File: config.mk
export PLATFORM = sky130hd
export DESIGN_NAME = id_stage_hazard
export DESIGN_NICKNAME = d
export VERILOG_FILES = /design/src/rtl/id_stage_hazard.sv
export SDC_FILE = /design/constraint.sdc
export NUM_CORES = 2
export LEC_CHECK = 0
export ABC_AREA = 0
export BUFFER_PORTS_ARGS = -buffer_cell sky130_fd_sc_hd__buf_2
export CORE_ASPECT_RATIO = 2
export CORE_MARGIN = 2
export CORE_UTILIZATION = 40
export DETAILED_ROUTE_END_ITERATION = 10
export MAX_ROUTING_LAYER = met4
export PLACE_DENSITY = 0.67
export SKIP_LAST_GASP = 1
export SYNTH_ARGS = -nofsm -noshare
export SYNTH_HDL_FRONTEND = slang
export SYNTH_SLANG_ARGS = --single-unit
File: constraint.sdc
create_clock -name clk -period 14.4 [get_ports clk]
set_input_delay 2.88 -clock clk [delete_from_list [all_inputs] [get_ports clk]]
set_output_delay 2.88 -clock clk [all_outputs]
set_load 0.03 [all_outputs]
File: src/rtl/id_stage_hazard.sv
// id_stage_hazard: MIPS instruction-decode stage.
//   Holds the register file (write-through from WB), decodes the IF/ID
//   instruction, resolves jumps and branches in ID, detects load-use and
//   branch-operand hazards, and owns the ID/EX pipeline register.
//
// Optional build macro: ID_FORWARD_EN
//   When defined, a branch/JR operand produced by a non-load instruction in
//   MEM is taken from i_mem_alu_result instead of stalling.
//
// Ports:
//   clk, i_rst_n            clock, async active-low reset
//   i_valid, i_instruction, i_pc4, i_flush   IF/ID inputs and flush
//   i_wb_we/addr/data       register-file write port
//   i_mem_rd/regwrite/memread/alu_result     MEM-stage producer info
//   o_stall, o_jump_taken, o_jump_target     combinational to IF
//   o_ex_*                  registered ID/EX entry
module id_stage_hazard #(
    parameter int NB_DATA  = 32,
    parameter int NB_ADDR  = 5,
    parameter int LINK_REG = 31
) (
    input  logic               clk,
    input  logic               i_rst_n,
    input  logic               i_valid,
    input  logic [31:0]        i_instruction,
    input  logic [NB_DATA-1:0] i_pc4,
    input  logic               i_flush,
    input  logic               i_wb_we,
    input  logic [NB_ADDR-1:0] i_wb_addr,
    input  logic [NB_DATA-1:0] i_wb_data,
    input  logic [NB_ADDR-1:0] i_mem_rd,
    input  logic               i_mem_regwrite,
    input  logic               i_mem_memread,
    input  logic [NB_DATA-1:0] i_mem_alu_result,
    output logic               o_stall,
    output logic               o_jump_taken,
    output logic [NB_DATA-1:0] o_jump_target,
    output logic               o_ex_valid,
    output logic [NB_DATA-1:0] o_ex_rs_data,
    output logic [NB_DATA-1:0] o_ex_rt_data,
    output logic [NB_DATA-1:0] o_ex_imm,
    output logic [NB_ADDR-1:0] o_ex_rs,
    output logic [NB_ADDR-1:0] o_ex_rt,
    output logic [NB_ADDR-1:0] o_ex_dest,
    output logic [5:0]         o_ex_opcode,
    output logic [5:0]         o_ex_func,
    output logic [4:0]         o_ex_shamt,
    output logic               o_ex_regwrite,
    output logic               o_ex_memread,
    output logic               o_ex_memwrite,
    output logic               o_ex_link,
    output logic [1:0]         o_ex_width,
    output logic               o_ex_unsigned
);

`ifdef ID_FORWARD_EN
    localparam bit FWD_EN = 1'b1;
`else
    localparam bit FWD_EN = 1'b0;
`endif
    localparam int NREG = 2**NB_ADDR;

    // ---------------- instruction fields ----------------
    logic [5:0]         op, func;
    logic [4:0]         shamt;
    logic [15:0]        imm16;
    logic [NB_ADDR-1:0] rs, rt, rd;

    assign op    = i_instruction[31:26];
    assign rs    = NB_ADDR'(i_instruction[25:21]);
    assign rt    = NB_ADDR'(i_instruction[20:16]);
    assign rd    = NB_ADDR'(i_instruction[15:11]);
    assign shamt = i_instruction[10:6];
    assign func  = i_instruction[5:0];
    assign imm16 = i_instruction[15:0];

    // ---------------- register file ----------------
    logic [NB_DATA-1:0] rf_q [NREG];
    logic [NB_DATA-1:0] rs_val, rt_val;

    always_ff @(posedge clk or negedge i_rst_n) begin
        if (!i_rst_n) begin
            for (int i = 0; i < NREG; i++) rf_q[i] <= '0;
        end else if (i_wb_we && i_wb_addr != '0) begin
            rf_q[i_wb_addr] <= i_wb_data;
        end
    end

    // Write-through: a same-cycle WB write is visible to the decode reads.
    // R0 is never written, so rf_q[0] stays zero.
    assign rs_val = (i_wb_we && i_wb_addr == rs && rs != '0) ? i_wb_data : rf_q[rs];
    assign rt_val = (i_wb_we && i_wb_addr == rt && rt != '0) ? i_wb_data : rf_q[rt];

    // ---------------- decode ----------------
    logic               dec_regwrite, dec_memread, dec_memwrite, dec_link;
    logic               uses_rt, is_jr, is_j, is_br;
    logic [NB_ADDR-1:0] dec_dest;
    logic [NB_DATA-1:0] dec_imm;

    always_comb begin
        dec_regwrite = 1'b0;
        dec_memread  = 1'b0;
        dec_memwrite = 1'b0;
        dec_link     = 1'b0;
        uses_rt      = 1'b0;
        is_jr        = 1'b0;
        is_j         = 1'b0;
        is_br        = 1'b0;
        dec_dest     = rt;
        dec_imm      = {{(NB_DATA-16){imm16[15]}}, imm16};
        casez (op)
            6'b000000: begin
                dec_dest     = rd;
                uses_rt      = 1'b1;
                dec_regwrite = (func != 6'h08);
                dec_link     = (func == 6'h09);
                is_jr        = (func == 6'h08) || (func == 6'h09);
            end
            6'h02: is_j = 1'b1;
            6'h03: begin
                is_j         = 1'b1;
                dec_regwrite = 1'b1;
                dec_link     = 1'b1;
                dec_dest     = NB_ADDR'(LINK_REG);
            end
            6'h04, 6'h05: begin
                is_br   = 1'b1;
                uses_rt = 1'b1;
            end
            6'b001???: begin
                dec_regwrite = 1'b1;
                if (op == 6'h0C || op == 6'h0D || op == 6'h0E)
                    dec_imm = {{(NB_DATA-16){1'b0}}, imm16};
                else if (op == 6'h0F) begin
                    dec_imm       = '0;
                    dec_imm[31:0] = {imm16, 16'h0000};
                end
            end
            6'b100???: begin
                dec_memread  = 1'b1;
                dec_regwrite = 1'b1;
            end
            6'b101???: begin
                dec_memwrite = 1'b1;
                uses_rt      = 1'b1;
            end
            default: ;
        endcase
    end

    // ---------------- hazards ----------------
    logic rs_chk, rt_chk;
    logic load_use, ex_hit_rs, ex_hit_rt, mem_hit_rs, mem_hit_rt;
    logic mem_fwd_rs, mem_fwd_rt, br_haz;

    assign rs_chk     = (rs != '0);
    assign rt_chk     = uses_rt && (rt != '0);
    assign load_use   = o_ex_valid && o_ex_memread &&
                        ((rs_chk && o_ex_dest == rs) || (rt_chk && o_ex_dest == rt));
    assign ex_hit_rs  = o_ex_valid && o_ex_regwrite && rs_chk && o_ex_dest == rs;
    assign ex_hit_rt  = o_ex_valid && o_ex_regwrite && rt_chk && o_ex_dest == rt;
    assign mem_hit_rs = i_mem_regwrite && rs_chk && i_mem_rd == rs;
    assign mem_hit_rt = i_mem_regwrite && rt_chk && i_mem_rd == rt;
    // A non-load MEM producer already has its result; a load does not.
    assign mem_fwd_rs = FWD_EN && mem_hit_rs && !i_mem_memread;
    assign mem_fwd_rt = FWD_EN && mem_hit_rt && !i_mem_memread;
    assign br_haz     = (is_br || is_jr) &&
                        (ex_hit_rs || ex_hit_rt ||
                         (mem_hit_rs && !mem_fwd_rs) || (mem_hit_rt && !mem_fwd_rt));
    assign o_stall    = i_valid && (load_use || br_haz);

    // ---------------- jump / branch resolution ----------------
    logic [NB_DATA-1:0] br_rs, br_rt;
    logic               br_eq;

    assign br_rs = mem_fwd_rs ? i_mem_alu_result : rs_val;
    assign br_rt = mem_fwd_rt ? i_mem_alu_result : rt_val;
    assign br_eq = (br_rs == br_rt);

    assign o_jump_taken = i_valid && !o_stall &&
                          (is_j || is_jr || (op == 6'h04 && br_eq) || (op == 6'h05 && !br_eq));

    always_comb begin
        o_jump_target = i_pc4 + {dec_imm[NB_DATA-3:0], 2'b00};
        if (is_j) begin
            o_jump_target       = i_pc4;
            o_jump_target[31:0] = {i_pc4[31:28], i_instruction[25:0], 2'b00};
        end else if (is_jr) begin
            o_jump_target = br_rs;
        end
    end

    // ---------------- ID/EX register ----------------
    always_ff @(posedge clk or negedge i_rst_n) begin
        if (!i_rst_n) begin
            o_ex_valid    <= 1'b0;
            o_ex_rs_data  <= '0;
            o_ex_rt_data  <= '0;
            o_ex_imm      <= '0;
            o_ex_rs       <= '0;
            o_ex_rt       <= '0;
            o_ex_dest     <= '0;
            o_ex_opcode   <= '0;
            o_ex_func     <= '0;
            o_ex_shamt    <= '0;
            o_ex_regwrite <= 1'b0;
            o_ex_memread  <= 1'b0;
            o_ex_memwrite <= 1'b0;
            o_ex_link     <= 1'b0;
            o_ex_width    <= '0;
            o_ex_unsigned <= 1'b0;
        end else if (i_flush || o_stall || !i_valid) begin
            o_ex_valid <= 1'b0;  // bubble; payload fields hold
        end else begin
            o_ex_valid    <= 1'b1;
            // Link instructions compute pc4 + 0 in EX.
            o_ex_rs_data  <= dec_link ? i_pc4 : rs_val;
            o_ex_rt_data  <= dec_link ? '0 : rt_val;
            o_ex_imm      <= dec_imm;
            o_ex_rs       <= rs;
            o_ex_rt       <= rt;
            o_ex_dest     <= dec_dest;
            o_ex_opcode   <= op;
            o_ex_func     <= func;
            o_ex_shamt    <= shamt;
            o_ex_regwrite <= dec_regwrite;
            o_ex_memread  <= dec_memread;
            o_ex_memwrite <= dec_memwrite;
            o_ex_link     <= dec_link;
            o_ex_width    <= op[1:0];
            o_ex_unsigned <= op[2];
        end
    end

endmodule

==> run summary <==
status: complete, no violations
routed len/inst: 32.21 um
Worst Tran Pin Value: 1.275 ns
crit start category: input pin
Reg-to-Reg Start: o_ex_dest[2]
share of layout cells above drive strength 1: 43.02%
Pins Over Slew Limit: 0
Routed Antenna Nets: 0
CTS Hold Buffers Added: 0
Main synth FF type: dfrtp_1
Yosys top cell area share: 45.78%
initial core utilization: 40.23%
Cells on Worst Hold Path: 0
clock skew: 0.03260 ns
CTS tree: yes
Post-synth ARST share: 100.0%
worst reg2reg setup slack: 10.50 ns
fmax: 91.06 MHz
RSZ-0062 raised after global routing: false
Final Cycle Share: 76.26%
total power: 9.431 mW
CORE AREA: 157,200 um2
r2r worst-path depth: 11
P&R area growth vs syn: 9.818%
Cell variety after synth: 71
Die H: 566.3 um
MaxCap Viol Count: 0
Final nets: 4,892
RePlAce Congestion: 0.9753
IO Count: 315
Worst EP arrival: 8.10 ns
Final TNS setup: 0 ns
number of flops mapped to enable cells by yosys: 0
worst hold path class: flop to flop
1st-pass router iterations: 6
grt total ovfl: 0
Routed WL: 221,900 um
post-cts resize count: 0
top-count cell post-synth: dfrtp_1
clk sinks: 1,157
Top Usage Layer GRT: met2
worst hold start: rf_q[1015]
cell count after synthesis: 4,718
critical-path maximum fanout: 132
drt initial violations: 4,068
global router's overall resource usage: 27.96%
reg2reg end: o_ex_imm[3]
Port Buffer Count: 281
die area: 161,500 um2
endpoints failing setup: 0
maximum level of the CTS H-tree: 3
Clock Latency Late Sink: 0.71 ns
highest ir drop seen on vdd: 0.08490 mV
yosys warns: 0
first-pass GRT wire length: 322,200 um
CTS max path bufs: 3
Setup Crit Path Kind: input pin to output pin
Syn Area/Cell: 13.41 um2
post-synthesis sequential area ratio: 45.78%
Hold EP: rf_q[1015]
initial antenna violation count: 25
area leader, netlist: dfrtp_1
GRT met3 Usage: 5.640%
largest net degree at the start of global routing: 185
met2 Track Usage GR: 45.72%
Vias per Instance: 6.483
post-CTS setup buffers: 0
clock period minus worst slack: 10.98 ns
vias in the first global route: 46,030
Hold Vio Cnt, Final: 0
DPL Wire Length: 141,000 um
Seq cells post-synth: 1,157
worst path required time: 11.52 ns
# DRC: 0
fin util: 44.18%
clk slew on worst S/H paths: 0.07 ns
total CTS buffers: 96
Clock Root Buffer: clkbuf_16
Die W: 285.2 um
met1 Use GR: 28.64%
Syn Std Cell Area: 63,250 um2
WHS: 0.3972 ns
Area contributors post-synth: dfrtp_1 46%, mux2_2 18%, mux4_2 15%
power density cells: 135.8 nW/um2
total number of vias: 44,670
Critical Path Sink Type: output pin
DP Area: 66,140 um2
Mapped Nets: 4,894
max_slew headroom: 14.07%
Synth top cells by count: 1,157 x dfrtp_1, 1,021 x mux2_2, 423 x mux4_2
Post-Layout Inst Area: 69,460 um2
Leak: 30.22 nW
Row Count: 206
[per-layer routing]
metal	wire, um	up-vias	part of all wire (%)
met4	22690	0	10
met2	110000	2453	50
met1	72180	23380	33
met3	17090	961	7.7
li1	-	17880	-
met5	0	-	0
[logic make-up after synthesis]
| family | synth area share [%] |
|---|---|
| compound gates | 6.222 |
| xor+xnor | 1.080 |
| fa+ha+maj | 0.6251 |
| buf+inv | 3.852 |
| flops | 45.78 |
| mux | 37.09 |
| simple gates | 5.349 |
[layout by cell type, fill, tap and decap left out, drive strengths merged, types with 10 or more instances in the layout]
cell type / synthesis / layout
a21o: 16 / 16
a21oi: 91 / 91
a221o: 29 / 29
a221oi: 44 / 44
a22o: 22 / 22
a22oi: 114 / 114
a31oi: 18 / 18
a41oi: 11 / 11
and2: 25 / 25
buf: 212 / 392
bufinv: 0 / 13
clkbuf: 281 / 125
clkinv: 0 / 25
dfrtp: 1157 / 1157
diode: 0 / 21
ha: 30 / 30
inv: 15 / 16
mux2: 1021 / 1021
mux2i: 191 / 191
mux4: 443 / 443
nand2: 313 / 313
nand2b: 10 / 10
nand3: 102 / 102
nand4: 59 / 59
nor2: 119 / 119
nor2b: 21 / 21
nor3: 24 / 24
nor3b: 14 / 14
o21a: 22 / 22
o21ai: 100 / 100
o221ai: 17 / 17
o22ai: 20 / 20
xnor2: 38 / 38
xor2: 40 / 40
[worst max-delay path: stages]
cell       delay [ns]
buf_8            0.32
buf_4            0.75
buf_12           0.76
mux4_2           0.41
mux4_2           0.47
inv_1            0.10
o221ai_1         0.24
xnor2_1          0.20
nor3_1           0.51
nand4_1          0.18
nor4_1           0.18
and4_1           0.46
xor2_1           0.18
o2bb2ai_1        0.12
buf_2            0.22
[area by class of cell]
class / count / area, um2
Clock inverter: 47 / 625.6
Fill cell: 14130 / 87770
Sequential cell: 1157 / 28950
Inverter: 15 / 58.81
Multi-Input combinational cell: 3053 / 32110
Clock buffer: 124 / 2628
Antenna cell: 21 / 52.55
Timing Repair Buffer: 393 / 2425
Tap cell: 2080 / 2603
[through the flow]
step	setup WS [ns]	std cells
floorplan	4.369	4718
global placement	3.378	6697
detailed placement	3.384	6697
CTS	3.387	6868
global route	3.200	6888
finish	3.418	6890
[registers in the layout (all words and copies together), names as in the netlist]
signal / flops
o_ex_memwrite: 1
o_ex_func: 6
o_ex_rs: 5
o_ex_shamt: 5
rf_q: 1024
o_ex_dest: 5
o_ex_regwrite: 1
o_ex_link: 1
o_ex_rt_data: 32
o_ex_memread: 1
o_ex_opcode: 6
o_ex_valid: 1
o_ex_imm: 32
o_ex_rs_data: 32
o_ex_rt: 5
[power by group]
group / internal (mW) / switching (mW) / leakage (nW)
Sequential: 3.86 / 0.452 / 14.8
Combinational: 1.15 / 1.16 / 13.8
Clock: 1.53 / 1.29 / 1.58
Total: 6.54 / 2.90 / 30.2
[worst max path at each step]
stage	startpoint	to	slack, ns	cells after the start
finish	i_instruction[17]	o_jump_taken	3.42	15
global route	i_instruction[16]	o_jump_taken	3.20	14
CTS	i_instruction[16]	o_jump_taken	3.39	14
detailed placement	i_instruction[16]	o_jump_taken	3.38	14
global placement	i_instruction[16]	o_jump_taken	3.38	14
floorplan	i_instruction[31]	o_jump_target[31]	4.37	15
Note: power is estimated with default switching activity, not from simulation.
